`config.mk`:
```
export PLATFORM = sky130hd
export DESIGN_NAME = link_tx_scheduler
export DESIGN_NICKNAME = d
export VERILOG_FILES = /design/src/rtl/link_tx_scheduler_pkg.sv /design/src/rtl/link_tx_scheduler_rr_arbiter3.sv /design/src/rtl/link_tx_scheduler.sv
export SDC_FILE = /design/constraint.sdc
export NUM_CORES = 1
export LEC_CHECK = 0
export BUFFER_PORTS_ARGS = -buffer_cell sky130_fd_sc_hd__buf_2
export CAP_MARGIN = 20
export CORE_UTILIZATION = 56
export DETAILED_ROUTE_END_ITERATION = 6
export GPL_ROUTABILITY_DRIVEN = 0
export GPL_TIMING_DRIVEN = 1
export PLACE_DENSITY = 0.84
export SYNTH_ARGS = -nofsm -noshare
export SYNTH_HDL_FRONTEND = slang
export SYNTH_SLANG_ARGS = --single-unit
export TNS_END_PERCENT = 5
```
`constraint.sdc`:
```
create_clock -name clk -period 6 [get_ports clk]
set_clock_uncertainty 0.2 [all_clocks]
set_input_delay 0.6 -clock clk [delete_from_list [all_inputs] [get_ports clk]]
set_output_delay 0.6 -clock clk [all_outputs]
set_load 0.02 [all_outputs]
```
`src/rtl/link_tx_scheduler_pkg.sv`:
```
// Shared constants and types for the link transmit scheduler:
// control characters, width-select codes, FSM encoding and requester indices.
package link_tx_pkg;

    localparam logic [7:0] IDLE_CHAR = 8'hBC;  // K28.5
    localparam logic [7:0] SOF_CHAR  = 8'hFB;  // K27.7
    localparam logic [7:0] EOF_CHAR  = 8'hFD;  // K29.7

    localparam int unsigned SYNC_LEN = 4;

    localparam logic [1:0] DS_8  = 2'b00;
    localparam logic [1:0] DS_16 = 2'b01;
    localparam logic [1:0] DS_32 = 2'b10;

    // Bit positions of each requester inside the request/grant vectors.
    localparam int REQ_8  = 0;
    localparam int REQ_16 = 1;
    localparam int REQ_32 = 2;

    typedef enum logic [2:0] {
        ST_SYNC = 3'd0,
        ST_IDLE = 3'd1,
        ST_SOF  = 3'd2,
        ST_DATA = 3'd3,
        ST_EOF  = 3'd4
    } state_t;

endpackage

```
`src/rtl/link_tx_scheduler_rr_arbiter3.sv`:
```
// Three-way round-robin arbiter. Priority starts just after the last served
// requester (order 8 -> 16 -> 32 -> 8); the pointer moves only on update_i.
module rr_arbiter3
    import link_tx_pkg::*;
(
    input  logic       clk,
    input  logic       rst_n,
    input  logic [2:0] req_i,
    input  logic       update_i,
    output logic [2:0] winner_o
);

    logic [2:0] last_q;
    logic [2:0] last_d;

    always_comb begin
        winner_o = 3'b000;
        case (last_q)
            3'b001: begin
                if      (req_i[REQ_16]) winner_o = 3'b010;
                else if (req_i[REQ_32]) winner_o = 3'b100;
                else if (req_i[REQ_8])  winner_o = 3'b001;
            end
            3'b010: begin
                if      (req_i[REQ_32]) winner_o = 3'b100;
                else if (req_i[REQ_8])  winner_o = 3'b001;
                else if (req_i[REQ_16]) winner_o = 3'b010;
            end
            default: begin
                if      (req_i[REQ_8])  winner_o = 3'b001;
                else if (req_i[REQ_16]) winner_o = 3'b010;
                else if (req_i[REQ_32]) winner_o = 3'b100;
            end
        endcase
    end

    always_comb begin
        last_d = last_q;
        if (update_i && (req_i != 3'b000)) begin
            last_d = winner_o;
        end
    end

    // Reset pointer reads "last served 32" so req8 wins the first contest.
    always_ff @(posedge clk or negedge rst_n) begin
        if (!rst_n) begin
            last_q <= 3'b100;
        end else begin
            last_q <= last_d;
        end
    end

endmodule

```
`src/rtl/link_tx_scheduler.sv`:
```
// Transmit link scheduler: arbitrates three word sources and serializes the
// granted word MSB-first between SOF/EOF characters, idling with commas.
module link_tx_scheduler
    import link_tx_pkg::*;
(
    input  logic        clk,
    input  logic        rst,
    input  logic        enb,
    input  logic        req8,
    input  logic        req16,
    input  logic        req32,
    input  logic [7:0]  dataIn,
    input  logic [15:0] dataIn16,
    input  logic [31:0] dataIn32,
    output logic        gnt8,
    output logic        gnt16,
    output logic        gnt32,
    output logic [1:0]  dataS,
    output logic [7:0]  txByte,
    output logic        txK,
    output logic        busy,
    output state_t      dbg_state_o
);

    // Handshake: a requester holds reqN high until it sees gntN (one cycle,
    // word sampled on that same edge); a req still high at the next
    // arbitration edge is treated as a fresh request.

    state_t      state_q, state_d;
    logic [3:0]  sync_cnt_q, sync_cnt_d;
    logic [31:0] shift_q, shift_d;
    logic [1:0]  byte_cnt_q, byte_cnt_d;
    logic [1:0]  ds_q, ds_d;
    logic [7:0]  txbyte_q, txbyte_d;
    logic        txk_q, txk_d;
    logic        busy_q, busy_d;
    logic [2:0]  gnt_q, gnt_d;

    logic [2:0]  req_vec;
    logic [2:0]  winner;
    logic        arb_window;
    logic        grant;

    assign req_vec    = {req32, req16, req8};
    assign arb_window = (state_q == ST_IDLE) || (state_q == ST_EOF);
    assign grant      = enb && arb_window && (req_vec != 3'b000);

    rr_arbiter3 u_arb (
        .clk      (clk),
        .rst_n    (rst),
        .req_i    (req_vec),
        .update_i (grant),
        .winner_o (winner)
    );

    always_ff @(posedge clk or negedge rst) begin
        if (!rst) begin
            state_q <= ST_SYNC;
        end else begin
            state_q <= state_d;
        end
    end

    always_comb begin
        state_d = state_q;
        if (enb) begin
            case (state_q)
                ST_SYNC: if (sync_cnt_q == 4'(SYNC_LEN - 1)) state_d = ST_IDLE;
                ST_IDLE: if (grant) state_d = ST_SOF;
                ST_SOF:  state_d = ST_DATA;
                ST_DATA: if (byte_cnt_q == 2'd0) state_d = ST_EOF;
                ST_EOF:  state_d = grant ? ST_SOF : ST_IDLE;
                default: state_d = ST_SYNC;
            endcase
        end
    end

    // Output/datapath: every output is the registered image of the symbol
    // that belongs to state_d, so txByte lines up with the FSM state.
    always_comb begin
        sync_cnt_d = sync_cnt_q;
        shift_d    = shift_q;
        byte_cnt_d = byte_cnt_q;
        ds_d       = ds_q;
        txbyte_d   = txbyte_q;
        txk_d      = txk_q;
        busy_d     = busy_q;
        gnt_d      = 3'b000;
        if (enb) begin
            case (state_q)
                ST_SYNC: begin
                    sync_cnt_d = sync_cnt_q + 4'd1;
                    txbyte_d   = IDLE_CHAR;
                    txk_d      = 1'b1;
                end
                ST_SOF: begin
                    txbyte_d = shift_q[31:24];
                    txk_d    = 1'b0;
                    shift_d  = {shift_q[23:0], 8'h00};
                end
                ST_DATA: begin
                    if (byte_cnt_q == 2'd0) begin
                        txbyte_d = EOF_CHAR;
                        txk_d    = 1'b1;
                    end else begin
                        txbyte_d   = shift_q[31:24];
                        txk_d      = 1'b0;
                        shift_d    = {shift_q[23:0], 8'h00};
                        byte_cnt_d = byte_cnt_q - 2'd1;
                    end
                end
                default: begin
                    txbyte_d = grant ? SOF_CHAR : IDLE_CHAR;
                    txk_d    = 1'b1;
                end
            endcase

            if (grant) begin
                gnt_d = winner;
                case (winner)
                    3'b001: begin
                        shift_d    = {dataIn, 24'h000000};
                        byte_cnt_d = 2'd0;
                        ds_d       = DS_8;
                    end
                    3'b010: begin
                        shift_d    = {dataIn16, 16'h0000};
                        byte_cnt_d = 2'd1;
                        ds_d       = DS_16;
                    end
                    default: begin
                        shift_d    = dataIn32;
                        byte_cnt_d = 2'd3;
                        ds_d       = DS_32;
                    end
                endcase
            end

            busy_d = (state_d == ST_SOF) || (state_d == ST_DATA) || (state_d == ST_EOF);
        end
    end

    always_ff @(posedge clk or negedge rst) begin
        if (!rst) begin
            sync_cnt_q <= 4'd0;
            shift_q    <= 32'h0;
            byte_cnt_q <= 2'd0;
            ds_q       <= DS_8;
            txbyte_q   <= IDLE_CHAR;
            txk_q      <= 1'b1;
            busy_q     <= 1'b0;
            gnt_q      <= 3'b000;
        end else begin
            sync_cnt_q <= sync_cnt_d;
            shift_q    <= shift_d;
            byte_cnt_q <= byte_cnt_d;
            ds_q       <= ds_d;
            txbyte_q   <= txbyte_d;
            txk_q      <= txk_d;
            busy_q     <= busy_d;
            gnt_q      <= gnt_d;
        end
    end

    assign gnt8        = gnt_q[REQ_8];
    assign gnt16       = gnt_q[REQ_16];
    assign gnt32       = gnt_q[REQ_32];
    assign dataS       = ds_q;
    assign txByte      = txbyte_q;
    assign txK         = txk_q;
    assign busy        = busy_q;
    assign dbg_state_o = state_q;

endmodule
```
### Word level (Yosys, flattened, before mapping)

Index checks and enable logic that the tools add are counted.

| storage, ports and cells | value |
|---|---|
| bits in registers | 59 |
| input port bits | 62 |

| cells by class | value |
|---|---|
| muxes and demuxes | 32 |
| eq/ne operators | 14 |
| reduce and logical (&&, ||, !) cells | 15 |
| $add $sub $neg | 2 |

Operators by type and width:

| operator | number |
|---|---|
| 32-bit one-hot mux with 2 select lines | 2 |
| 32-bit two-way mux | 2 |
| 3-bit two-way mux | 13 |
| 8-bit one-hot mux with 3 select lines | 1 |
| 3-bit by 2-bit == test with 1-bit output, second input constant | 6 |
| 3-bit one-hot mux with 5 select lines | 1 |
| 2-bit two-way mux | 5 |
| 3-bit by 1-bit == test with 1-bit output, second input constant | 3 |
| 8-bit two-way mux | 1 |
| 2-bit one-hot mux with 2 select lines | 2 |
| 7-bit two-way mux | 1 |
| 3-bit == test, second input constant | 2 |
| 3-bit one-hot mux with 2 select lines | 1 |
| 3-bit AND reduction | 2 |
| 3-bit nonzero test | 2 |
| 4-bit by 1-bit adder with 4-bit output, second input constant | 1 |
| 4-bit by 2-bit == test with 1-bit output, second input constant | 1 |
| 2-bit AND reduction | 2 |
| 1-bit logical AND | 3 |
| 3-bit logical NOT | 1 |
| 1-bit logical OR | 3 |
| 3-bit != test, second input constant | 1 |
| 2-bit logical NOT | 1 |
| 1-bit two-way mux | 2 |
| other kinds (4) | 4 |

### Longest topological paths before layout

| depth | value |
|---|---|
| depth in word-level cells | 10 |
| depth in mapped cells | 9 |
| mapped depth without buffers | 7 |

### By module

A second synthesis with hierarchy kept.

| unflattened totals | value |
|---|---|
| cells, all modules | 342 |
| area, all modules | 3,225.6 µm² |

By module, submodules not included:

| module | instances | cells an instance | area each (µm²) |
|---|---|---|---|
| link_tx_scheduler | 1 | 315 | 2,995.4 |
| rr_arbiter3 | 1 | 27 | 230.2 |

### Worst setup path after synthesis

OpenSTA, ideal clock, no wires.

| path | value |
|---|---|
| path kind | input to register |
| start | input req8 |
| end | register shift_q[17] |
| required time | 5.676 ns |
| buffers on the path | 4 |
| setup time | 0.124 ns |
| stages on the path | 9 |
| arrival | 1.921 ns |
| setup slack | 3.755 ns |
| path through | buf_6 -> o31a_1 -> and3_4 -> buf_6 -> and2_4 -> buf_6 -> buf_12 -> a211oi_2 -> o21ai_1 |

| between the ends | value |
|---|---|
| cells in the longest elaborated chain, start to end | 7 |
| elaborated cells on any way between the ends | 16 |

Ends and longest elaborated chain:

| element | line | text |
|---|---|---|
| start, declared | link_tx_scheduler.sv:9 | `input logic req8,` |
| 1-bit two-way mux | link_tx_scheduler_rr_arbiter3.sv:22 | `else if (req_i[REQ_8]) winner_o = 3'b001;` |
| 3-bit two-way mux | link_tx_scheduler_rr_arbiter3.sv:21 | `else if (req_i[REQ_32]) winner_o = 3'b100;` |
| 3-bit two-way mux | link_tx_scheduler_rr_arbiter3.sv:20 | `if (req_i[REQ_16]) winner_o = 3'b010;` |
| 3-bit one-hot mux with 2 select lines | link_tx_scheduler_rr_arbiter3.sv:18 | `case (last_q)` |
| 3-bit by 2-bit == test with 1-bit output or 3-bit by 1-bit == test with 1-bit output (tied branches) | link_tx_scheduler.sv:120 | `case (winner)` |
| 32-bit one-hot mux with 2 select lines | link_tx_scheduler.sv:120 |  |
| 32-bit two-way mux | link_tx_scheduler.sv:118 | `if (grant) begin` |
| end signal, assigned | link_tx_scheduler.sv:155 | `shift_q <= shift_d;` |
| end, declared | link_tx_scheduler.sv:31 | `logic [31:0] shift_q, shift_d;` |

Several ways; a longest one is shown, not always the timed one.
A chain may end at the register's enable or synchronous reset.

### Final worst setup path

| path | value |
|---|---|
| start | register state_q[1], in the netlist dbg_state_o[1] |
| end | register shift_q[27] |

| between the ends | value |
|---|---|
| cells in the longest elaborated chain, start to end | 6 |
| elaborated cells on any way between the ends | 12 |

Ends and longest elaborated chain:

| element | line | text |
|---|---|---|
| start, declared | link_tx_scheduler.sv:29 | `state_t state_q, state_d;` |
| start signal, assigned | link_tx_scheduler.sv:60 | `state_q <= state_d;` |
| 3-bit by 1-bit == test with 1-bit output or 3-bit == test (tied branches) | link_tx_scheduler.sv:45 | `assign arb_window = (state_q == ST_IDLE) \|\| (state_q == ST_EOF);` |
| 1-bit logical OR | link_tx_scheduler.sv:45 |  |
| 1-bit logical AND (2 in a row) | link_tx_scheduler.sv:46 | `assign grant = enb && arb_window && (req_vec != 3'b000);` |
| 3-bit != test (no source line) or 3-bit nonzero test (tied branches) | -- |  |
| 3-bit AND reduction (no source line) | -- |  |

Several ways; a longest one is shown, not always the timed one.

==> flow_metrics.tcl <==
set metrics [dict create \
    run_status "complete, no violations" \
    grtUsageTotal_pct 26.9 \
    synth_top_family_by_area "compound AO/OA/AOI/OAI gates" \
    synth.net_count 355 \
    reg2regPathDepth 5 \
    crit_fanout 23 \
    detail_route.first_pass.iterations 4 \
    critPathLaunchType "register" \
    routed-via-count 2481 \
    layout-drive-gt1-share_pct 34.1 \
    via_per_inst 5.68 \
    final_min_period_over_clock_period_pct 48.2 \
    combinationalPowerShare_pct 37.7 \
    nFillCells 409 \
    ctsRootBufferMaster "clkbuf_8" \
    syn-mean-instance-area_um2 10.1 \
    drc_errors 0 \
    h-tree-depth 3 \
    grt_max_degree 60 \
    timing.setup.critical_path_class "register to register" \
    min_path_type "input pin to async pin" \
    cts_buffer_depth 2 \
    num-nets-final 426 \
    post_synthesis_register_bit_count 59 \
    design_internal_power_w 0.00109 \
    cp_slowest_stage_delay_ns 0.94 \
    switching_share_pct 37.3 \
    cts_buffers 9 \
    port_buffers 79 \
    area_added_between_synthesis_and_finish_pct 19.7 \
    antenna_cells_inserted 0 \
    yosys.area_share.xor_xnor_pct 1.48 \
    die_footprint_um2 5560 \
    numClockSinks 59 \
    cp.arrival_ns 2.95 \
    number_of_placement_rows 26 \
    cts.reportedPaths.clkPinSlew_ns 0.07 \
    boundaryPins 80 \
    path_buf_inv 0 \
    dieHeight_um 74.6 \
    synthDistinctLibCells 46 \
    synth.cell_area_um2 2950 \
    route.final.wire_length_um 6570 \
    finalCoreUtilization_pct 69.6 \
    p_switching_w 0.000652 \
    synth_warn 0 \
    synth_cells 291 \
    fmax_mhz 346 \
    final_period_minus_worst_setup_slack_ns 2.89 \
    post_drt_wl_per_cell_um 15.0 \
    antenna_found_initial 0 \
    seq_area_um2 1490 \
    worst_skew_late_latency_ns 0.33 \
    start_util_pct 58.1 \
    finalPower_w 0.00175 \
    p_leak_nw 1.62 \
    grt_first_pass_wirelength_um 11100 \
    sequential_power_share_pct 40.5 \
    finalSetupViolations 0 \
    clockPowerShare_pct 21.7 \
    cts.hold.buffers_added 0 \
    fin_tns_setup_ns 0 \
    count_of_buffers_added_by_post_cts_timing_repair_for_setup 0 \
    die_w_um 74.6 \
    synthSimpleGateAreaFrac_pct 13.1 \
    synth_sequential_area_ratio_pct 50.4 \
    drtIter0Drc 249 \
    max-slew-margin-rel_pct 36.6 \
    final_hpwl_dp_um 4480 \
    grt_pass1_vias 2374 \
    synth-adder-area-share_pct 0.849 \
    report.final.hold_viol_count 0 \
    postCtsResizedCells 0 \
    multi_input_comb_area_um2 1280 \
    synth_compound_gate_area_share_pct 27.0 \
    tritoncts "built" \
    power.density_nw_per_um2 495 \
    crit_chain "nor2b_1 > nand2_1 > a21oi_2 > o21ai_0 > a31oi_1" \
    path_depth 5 \
    core_region_area_um2 5070 \
    max-vdd-ir-drop_mv 0.274 \
    unrepaired_setup_endpoints_after_global_routing "false" \
    worst_path_max_delay_cell "a21oi_2" \
    grt_overflow 0 \
    setup.reg_to_reg.worst_slack_ns 3.11 \
    measured_slew_at_the_worst_slew_check_pin_ns 0.950 \
    drv_slew 0 \
    drtAntennaViolNets 0 \
    critical-path-top-delay-family "compound AO/OA/AOI/OAI gates" \
    worst_setup_path_end_kind "register" \
    muxShareOfSynthArea_pct 0.764 \
    required_ns 6.06 \
    maxCapViolations 0 \
]
[Yosys cell counts, drive strengths merged]
library cell | n | area, um^2
inv | 13 | 48.8
a22o | 8 | 70.1
a2111oi | 1 | 27.5
nor2 | 40 | 150
and2 | 2 | 15.0
xor2 | 2 | 17.5
and3 | 1 | 11.3
o21ai | 21 | 105
nand4 | 2 | 12.5
o311ai | 1 | 8.76
o221ai | 5 | 43.8
o211ai | 6 | 45.0
nand2 | 21 | 78.8
a21oi | 9 | 48.8
a211oi | 12 | 125
o31a | 1 | 8.76
nor4b | 1 | 8.76
a21o | 5 | 40.0
a31oi | 5 | 31.3
a22oi | 4 | 30.0
ha | 2 | 25.0
a221oi | 9 | 78.8
xnor2 | 3 | 26.3
nor2b | 4 | 25.0
nand2b | 1 | 6.26
o32a | 1 | 11.3
dfrtp | 52 | 1300
or2 | 2 | 12.5
nor3b | 1 | 7.51
o21a | 14 | 105
o21bai | 1 | 7.51
buf | 15 | 115
and4b | 1 | 10.0
nand3 | 5 | 25.0
mux2 | 2 | 22.5
dfstp | 7 | 184
or4 | 3 | 22.5
o21ba | 1 | 10.0
clkbuf | 7 | 26.3
[power by group through the flow]
stage | clock [W] | sequential, W | combinational [W]
after floorplan | 0 | 0.000734 | 0.000471
after global placement | 0 | 0.000702 | 0.000633
after detailed placement | 0 | 0.000713 | 0.000654
after CTS | 0.000385 | 0.000707 | 0.000660
after global routing | 0.000405 | 0.000730 | 0.000746
final | 0.000380 | 0.000708 | 0.000659
[cell families (layout without fill, tap and decap cells)]
kind of cell / after synthesis / after routing
and+or+nand+nor: 84 / 84
buffers and inverters: 35 / 111
muxes: 2 / 2
AOI/OAI and AO/OA: 104 / 104
DFF: 59 / 59
adders and majority gates: 2 / 2
xor gates and xnor gates: 5 / 5
[cell type report]
cell class	instances	share of cell area, %
clock buffer	12	4.68
clock inverter	4	1.35
tap	70	2.48
timing repair buffer	82	11.8
inverter	13	1.38
multi-input combinational	197	36.2
sequential	59	42.1
[placed cells by master (no fill, tap or decap), drive strengths merged, types with 2 or more instances in the layout]
cell type and count:
xor2 2, nand4 2, a221oi 9, buf 82
and2 2, ha 2, o211ai 6, a22o 8
clkbuf 12, dfrtp 52, a22oi 4, mux2 2
o21ai 21, or2 2, o221ai 5, a21oi 9
o21a 14, nor2 40, a31oi 5, dfstp 7
nand2 21, a21o 5, nor2b 4, inv 13
xnor2 3, clkinv 2, or4 3, nand3 5
a211oi 12
[layer usage]
| metal | track usage (%) | part of all wire, % | wire, um | up-vias |
|---|---|---|---|---|
| met5 | 0 | 0 | 0 | - |
| li1 | - | - | - | 1194 |
| met3 | 6.78 | 6.1 | 401 | 9 |
| met4 | 5.66 | 1.0 | 66 | 0 |
| met1 | 37.7 | 46 | 3010 | 1180 |
| met2 | 42.5 | 47 | 3090 | 98 |
[state kept, by name, summed over array words and instances, names as in the netlist, 2 cells and up]
register / count
byte_cnt_q: 2
sync_cnt_q: 4
u_arb.last_q: 3
shift_q: 32
gnt_q: 3
dataS: 2
dbg_state_o: 3
txByte: 8
[final timing paths]
kind / startpoint / to
min in group clk: txByte[2] / txByte[2]
setup / recovery: dbg_state_o[1] / shift_q[27]
hold / removal: rst / txByte[1]
hold reg to reg: txByte[2] / txByte[2]
max in group asynchronous: rst / shift_q[17]
setup reg to reg: dbg_state_o[1] / shift_q[27]
[stage by stage]
stage	instance area, um^2	hold slack, ns	setup WS, ns	cells
floorplan	2950	0.104	3.76	291
global placement	3320	0.259	3.04	421
detailed placement	3320	0.268	3.01	421
CTS	3530	0.232	3.17	437
global route	3530	0.266	2.75	437
finish	3530	0.202	3.11	437
No activity file was read; power rests on OpenSTA's default activity.
